==> config.mk <==
export PLATFORM = sky130hd
export DESIGN_NAME = fifo_fwft_cfg
export DESIGN_NICKNAME = d
export VERILOG_FILES = /design/src/rtl/fifo_fwft_cfg.sv
export SDC_FILE = /design/constraint.sdc
export NUM_CORES = 2
export LEC_CHECK = 0
export ABC_AREA = 1
export CAP_MARGIN = 20
export CORE_MARGIN = 1.5
export CORE_UTILIZATION = 45
export DETAILED_ROUTE_END_ITERATION = 10
export GPL_TIMING_DRIVEN = 0
export HOLD_SLACK_MARGIN = 0.06
export PLACE_DENSITY_LB_ADDON = 0.08
export SYNTH_ARGS = -nofsm -noshare
export SYNTH_HDL_FRONTEND = slang
export SYNTH_SLANG_ARGS = --single-unit
==> constraint.sdc <==
create_clock -name clk -period 8.3 [get_ports clk]
set_input_delay 1.66 -clock clk [delete_from_list [all_inputs] [get_ports clk]]
set_output_delay 1.66 -clock clk [all_outputs]
set_load 0.005 [all_outputs]
==> src/rtl/fifo_fwft_cfg.sv <==
// First-word-fall-through FIFO with arbitrary depth, runtime almost-full/almost-empty
// thresholds, synchronous flush, sticky overflow/underflow flags and a peak watermark.
module fifo_fwft_cfg #(
    parameter int WIDTH    = 128,
    parameter int DEPTH    = 18,
    parameter int CNT_BITS = $clog2(DEPTH + 1)
) (
    input  logic                clk,
    input  logic                rst,
    input  logic                push,
    input  logic [WIDTH-1:0]    din,
    input  logic                pop,
    output logic [WIDTH-1:0]    dout,
    input  logic                flush,
    input  logic [CNT_BITS-1:0] afull_th,
    input  logic [CNT_BITS-1:0] aempty_th,
    input  logic                err_clr,
    output logic                empty,
    output logic                full,
    output logic                afull,
    output logic                aempty,
    output logic [CNT_BITS-1:0] word_counter,
    output logic                ovf,
    output logic                udf,
    output logic [CNT_BITS-1:0] peak
);
    localparam int PTR_BITS = (DEPTH > 1) ? $clog2(DEPTH) : 1;
    localparam logic [PTR_BITS-1:0] PTR_LAST = PTR_BITS'(DEPTH - 1);
    localparam logic [CNT_BITS-1:0] CNT_FULL = CNT_BITS'(DEPTH);

    logic [WIDTH-1:0]    mem_q [DEPTH];
    logic [PTR_BITS-1:0] wp_q, wp_d, rp_q, rp_d;
    logic [CNT_BITS-1:0] count_q, count_d, peak_q, peak_d;
    logic                ovf_q, ovf_d, udf_q, udf_d;
    logic                pop_acc, push_acc, ovf_ev, udf_ev;

    assign empty        = (count_q == '0);
    assign full         = (count_q == CNT_FULL);
    assign afull        = (count_q >= afull_th);
    assign aempty       = (count_q <= aempty_th);
    assign word_counter = count_q;
    assign ovf          = ovf_q;
    assign udf          = udf_q;
    assign peak         = peak_q;
    assign dout         = mem_q[rp_q];

    always_comb begin
        // Flush suppresses both transfers and both error events.
        pop_acc  = pop & ~empty & ~flush;
        push_acc = push & (~full | pop_acc) & ~flush;
        ovf_ev   = push & full & ~pop_acc & ~flush;
        udf_ev   = pop & empty & ~flush;

        wp_d    = wp_q;
        rp_d    = rp_q;
        count_d = count_q;
        if (flush) begin
            wp_d    = '0;
            rp_d    = '0;
            count_d = '0;
        end else begin
            if (push_acc) begin
                wp_d = (wp_q == PTR_LAST) ? '0 : wp_q + 1'b1;
            end
            if (pop_acc) begin
                rp_d = (rp_q == PTR_LAST) ? '0 : rp_q + 1'b1;
            end
            count_d = count_q + CNT_BITS'(push_acc) - CNT_BITS'(pop_acc);
        end

        // An error event in the same cycle as err_clr leaves its flag set.
        ovf_d = ovf_ev | (ovf_q & ~err_clr);
        udf_d = udf_ev | (udf_q & ~err_clr);
        if (err_clr) begin
            peak_d = count_d;
        end else begin
            peak_d = (count_d > peak_q) ? count_d : peak_q;
        end
    end

    always_ff @(posedge clk or posedge rst) begin
        if (rst) begin
            wp_q    <= '0;
            rp_q    <= '0;
            count_q <= '0;
            peak_q  <= '0;
            ovf_q   <= 1'b0;
            udf_q   <= 1'b0;
        end else begin
            wp_q    <= wp_d;
            rp_q    <= rp_d;
            count_q <= count_d;
            peak_q  <= peak_d;
            ovf_q   <= ovf_d;
            udf_q   <= udf_d;
        end
    end

    // Storage has no reset; contents are only observable when non-empty.
    always_ff @(posedge clk) begin
        if (push_acc) begin
            mem_q[wp_q] <= din;
        end
    end
endmodule

; ---- After elaboration in Yosys (flattened, before gate mapping)
; Memory sizes are Yosys's and may differ from the RTL's.
; Cells that the tools add are included.
[word_totals]
register_bits = 22
latch_bits = 0
ram_bits = 2304
romBits = 0
input_bits = 144
wordCells = 51
memories = 1
[classes]
add_sub_neg = 4
mul = 0
div_mod_pow = 0
order_cmp = 3
n_eq_ne = 3
shift = 0
mux = 11
bitwise_logic = 19
reduce_logical = 4
[memory_table]
columns = memory, words, width, read_ports, rd_clocked_by_memory_dff, write_ports, line_no
row1 = mem_q, 18, 128, 1, 0, 1, 31  ; logic [WIDTH-1:0] mem_q [DEPTH];
[op_table]
columns = cell, count
row1 = $mux 5, 9
row2 = $eq 5x5->1 const B, 3
row3 = $and 1x1->1, 11
row4 = $add 5x1->5 const B, 2
row5 = $reduce_bool 2->1, 3
row6 = $add 5x1->5, 1
row7 = $ge 5x5->1, 1
row8 = $gt 5x5->1, 1
row9 = $le 5x5->1, 1
row10 = $logic_not 5->1, 1
row11 = $not 1->1, 5
row12 = $sub 5x1->5, 1
row13 = $or 1x1->1, 3
row14 = $mux 1, 2

; ---- Longest topological paths before layout
[depth]
depth_word = 13
mapped_depth = 28
ltp_nobuf = 28

; ---- Least setup slack after synthesis
; OpenSTA, ideal clock, no wires.
[synth_timing]
kind = input port to flip-flop
start = in flush
end = mem mem_q[0][0], enable pin
setup_ns = 0.617
arrival_ns = 7.687
slack_ns = -0.004
path_stages = 9
cell_sequence = clkinv_1 nand2_1 nand4_1 nand2_1 inv_1 nand2_1 inv_1 nand2_1 nor2_1
[synth_via]
elab_chain_len = 7
[synth_lines]
columns = item, line_no
row1 = start: declaration, 14  ; input logic flush,
row2 = $not 1->1 *, "49, 50"
row3 = $and 1x1->1, 49  ; pop_acc = pop & ~empty & ~flush;
row4 = $or 1x1->1, 50  ; push_acc = push & (~full | pop_acc) & ~flush;
row5 = $and 1x1->1, 50
row6 = $and 1x1->1 *, 50
row7 = $mux 1 *, 101  ; if (push_acc) begin
row8 = $mux 1 (not written as such) *, 102  ; mem_q[wp_q] <= din;
row9 = end: declaration, 31
; Every way passes the cells marked *; elsewhere a longest branch is shown, timed or not.

; ---- Worst setup path after layout
[layout_timing]
start = reg rp_q[0]
end = out dout[2]
[layout_via]
elab_chain_len = 1
[layout_lines]
columns = item, line_no
row1 = start: declaration, 32  ; logic [PTR_BITS-1:0] wp_q, wp_d, rp_q, rp_d;
row2 = start signal: assignment, 91  ; rp_q <= rp_d;
row3 = $mem_v2 18x128, n/a
row4 = end: declaration, 13  ; output logic [WIDTH-1:0] dout,
; Every way passes these cells.

==> flow_metrics.env <==
export IMPL_ir_worst_vdd_uv=239.1
export IMPL_postRouteAntennaNets=0
export IMPL_grt_util_all_layers_pct=25.16
export IMPL_highest_achievable_clock_rate_mhz=160.6
export IMPL_critical_path_startpoint_category="register"
export IMPL_power_per_cell_area_nw_per_um2=271.1
export IMPL_net_switching_power_figure_uw=10140
export IMPL_port_buffer_count=287
export IMPL_cts_hold_buffers=0
export IMPL_timing_worst_setup_path_type="reg2out"
export IMPL_grt_antenna_before_repair=23
export IMPL_slowest_stage="sky130_fd_sc_hd__buf_2"
export IMPL_maximum_count_of_clock_buffers_along_a_single_path=4
export IMPL_timing_critical_path_arrival_ns=4.57
export IMPL_synthesis_nets=10100
export IMPL_post_cts_resized=0
export IMPL_most_frequent_standard_cell_in_the_layout_excluding_fill_and_tap_cells="sky130_fd_sc_hd__nand2_1"
export IMPL_finalMaxSlewViolations=0
export IMPL_timing_hold_worst_endpoint="udf"
export IMPL_reg2reg_depth=27
export IMPL_via_count=68560
export IMPL_post_place_cells=13290
export IMPL_die_width_um=476.8
export IMPL_grt_max_degree=31
export IMPL_total_leakage_power_uw=0.05082
export IMPL_ys_types=29
export IMPL_p_clk_share_pct=34.1
export IMPL_die_boundary_height_um=476.8
export IMPL_flow_area_growth_from_synthesis_pct=16.76
export IMPL_cp_cell_sequence="inv_2, buf_4, buf_2, buf_2, nand2_1, nand3_1, nand3_1, nand3_1, nand2_1, nand2_1, nand2_1, clkdlybuf4s50_1"
export IMPL_worst_pin_slew_ns=1.170
export IMPL_run_status="complete, no violations"
export IMPL_worst_slack_ns=2.075
export IMPL_finalNonFillerCells=13750
export IMPL_clock_latency_on_the_worst_skew_pair_ns=0.91
export IMPL_synthCells=9924
export IMPL_ys_seq_elements=2326
export IMPL_floorplan_die_area_um2=227300
export IMPL_netlist_area_leader_share_pct=68.49
export IMPL_synthesis_area_per_instance_um2=10.18
export IMPL_detailedPlace_worstSlack_ns=1.499
export IMPL_cts_sinks=2326
export IMPL_seq_area_frac_synth_pct=69.03
export IMPL_final_period_utilization_pct=75.00
export IMPL_wire_length_of_the_first_global_routing_pass_um=425900
export IMPL_drt_iter0_drc=6189
export IMPL_reg2reg_slack_ns=3.11
export IMPL_vias_per_cell=4.986
export IMPL_final_period_minus_worst_setup_slack_ns=6.225
export IMPL_placementRows=173
export IMPL_cell_internal_pwr_uw=21840
export IMPL_wl_um=289000
export IMPL_timing_critical_path_required_ns=6.64
export IMPL_finalSetupViolations=0
export IMPL_min_delay_path_depth=2
export IMPL_hold_viol=0
export IMPL_clkSlewWorstSetupHoldPaths_ns=0.06
export IMPL_max_cap_violations=0
export IMPL_routabilityCongestion=0.8014
export IMPL_hold_path_class="reg2reg"
export IMPL_p_seq_share_pct=40.9
export IMPL_swShare_pct=31.70
export IMPL_avgRoutedWirePerCell_um=21.02
export IMPL_tritoncts="built"
export IMPL_drive_above_1_share_pct=7.645
export IMPL_cp_max_fo=10
export IMPL_critical_path_max_stage_delay_ns=0.74
export IMPL_initial_utilization_pct=45.35
export IMPL_post_cts_setup_buffer_count=0
export IMPL_vias_in_the_first_global_route=65630
export IMPL_ys_warnings_count=0
export IMPL_coreArea_um2=222700
export IMPL_drc_errors=0
export IMPL_number_of_top_level_design_ports=288
export IMPL_finalNetCount=10770
export IMPL_grt_setup_unrepaired="false"
export IMPL_syn_cell_area_um2=101000
export IMPL_setup_worst_path_end_class="output port"
export IMPL_total_power_uw=31970
export IMPL_grt_ovfl_total=0
export IMPL_commonest_cells_after_routing_fill_and_taps_aside="3390 x sky130_fd_sc_hd__nand2_1, 2304 x sky130_fd_sc_hd__edfxtp_1, 1843 x sky130_fd_sc_hd__inv_1"
export IMPL_drtPass1Iterations=5
export IMPL_clock_root_buffer="sky130_fd_sc_hd__clkbuf_16"
export IMPL_worst_r2r_startpoint="word_counter[2]"
export IMPL_worstReg2RegEnd="peak[3]"
export IMPL_hpwlAfterDp_um=195400
export IMPL_main_area_contributors_after_synthesis="sky130_fd_sc_hd__edfxtp_1 68%, sky130_fd_sc_hd__nand2_1 13%, sky130_fd_sc_hd__inv_1 6.8%"
export IMPL_power_combinational_fraction_pct=25.0
export IMPL_netlist_top_cell_by_area="sky130_fd_sc_hd__edfxtp_1"
export IMPL_relSlewSlack_pct=22.00
export IMPL_htree_levels=5
export IMPL_crit_top_cell="sky130_fd_sc_hd__nand2_1"
export IMPL_fin_worst_skew_ns=0.02896
export IMPL_hold_start="udf"
export IMPL_fill_cells=19460
export IMPL_tritoncts_num_buffers=274
kinds of logic after synthesis:
| group | share of synthesized area (%) |
|---|---|
| and+or+nand+nor | 20.11 |
| DFF | 69.03 |
| adders and majority gates | 0.3542 |
| buffers and inverters | 9.682 |
| AOI/OAI and AO/OA | 0.7543 |
| xor gates and xnor gates | 0.06069 |
state kept, by name (all words and copies together), names as in the netlist:
name and flops:
peak 5, mem_q 2304, word_counter 5, rp_q 5, wp_q 5, ovf 1
udf 1
power by group through the flow:
| stage | combinational, uW | clock, uW | sequential [uW] |
|---|---|---|---|
| 4_1_cts | 8090 | 11100 | 13100 |
| 3_5_place_dp | 8050 | 0 | 13300 |
| 3_3_place_gp | 7940 | 0 | 13400 |
| 6_report | 8000 | 10900 | 13100 |
| 2_1_floorplan | 4370 | 0 | 13300 |
| 5_1_grt | 8830 | 11500 | 13100 |
worst max-delay path by stage:
stage	start	endpoint	slack, ns	cells after the start
6_report	rp_q[0]	dout[2]	2.07	12
3_3_place_gp	flush	mem_q[9][33]	-7.36	10
2_1_floorplan	flush	mem_q[0][0]	-0.004	9
4_1_cts	rp_q[0]	dout[2]	1.94	12
3_5_place_dp	flush	peak[3]	1.50	24
5_1_grt	rp_q[0]	dout[2]	1.94	12
worst max-delay path, delay by kind of cell, from the launching register on:
kind	cells	cell delay [ns]
buffers and inverters	5	2.26
DFF	1	0.49
and+or+nand+nor	7	0.85
area by class of cell:
cell class / instances / area (um^2) / share of cell area [%]
Inverter: 1965 / 7378 / 6.256
Clock buffer: 363 / 7327 / 6.212
Antenna cell: 11 / 27.53 / 0.02334
Sequential cell: 2326 / 69740 / 59.12
Timing Repair Buffer: 397 / 5213 / 4.419
Buffer: 471 / 2407 / 2.041
Clock inverter: 81 / 503.0 / 0.4264
Tap cell: 2975 / 3722 / 3.156
Multi-Input combinational cell: 5162 / 21630 / 18.34
stage by stage:
stage	hold slack, ns	util, %	TNS, ns	instance area [um^2]
6_report	0.4887	52.96	0	117900
4_1_cts	0.4952	52.93	0	117900
3_3_place_gp	0.4726	48.31	-	107600
2_1_floorplan	0.4715	-	-8.078	101000
5_1_grt	0.5157	52.94	0	117900
3_5_place_dp	0.4797	49.41	0	110100
cells in the mapped netlist (all sizes together):
cell type and number:
clkinv 120, o311ai 1, inv 1845, nor4 1, nand3 1295, nor2 287
o22ai 3, xnor2 2, o21ai 134, nand2 3390, fa 1, ha 27
xor2 5, o21a 1, dfrtp 22, edfxtp 2304, nor3 2, buf 393
clkbuf 78, a21oi 8, o21bai 1, nand4 3, o221ai 1
per-layer routing:
layer / part of all wire, % / routed length (um) / global-route usage (%)
met4: 2.7 / 7696 / 7.536
met5: 0 / 0 / 0
met2: 45 / 131200 / 39.40
met3: 6.9 / 20020 / 4.080
met1: 45 / 130200 / 36.10
No activity file was read; power rests on OpenSTA's default activity.
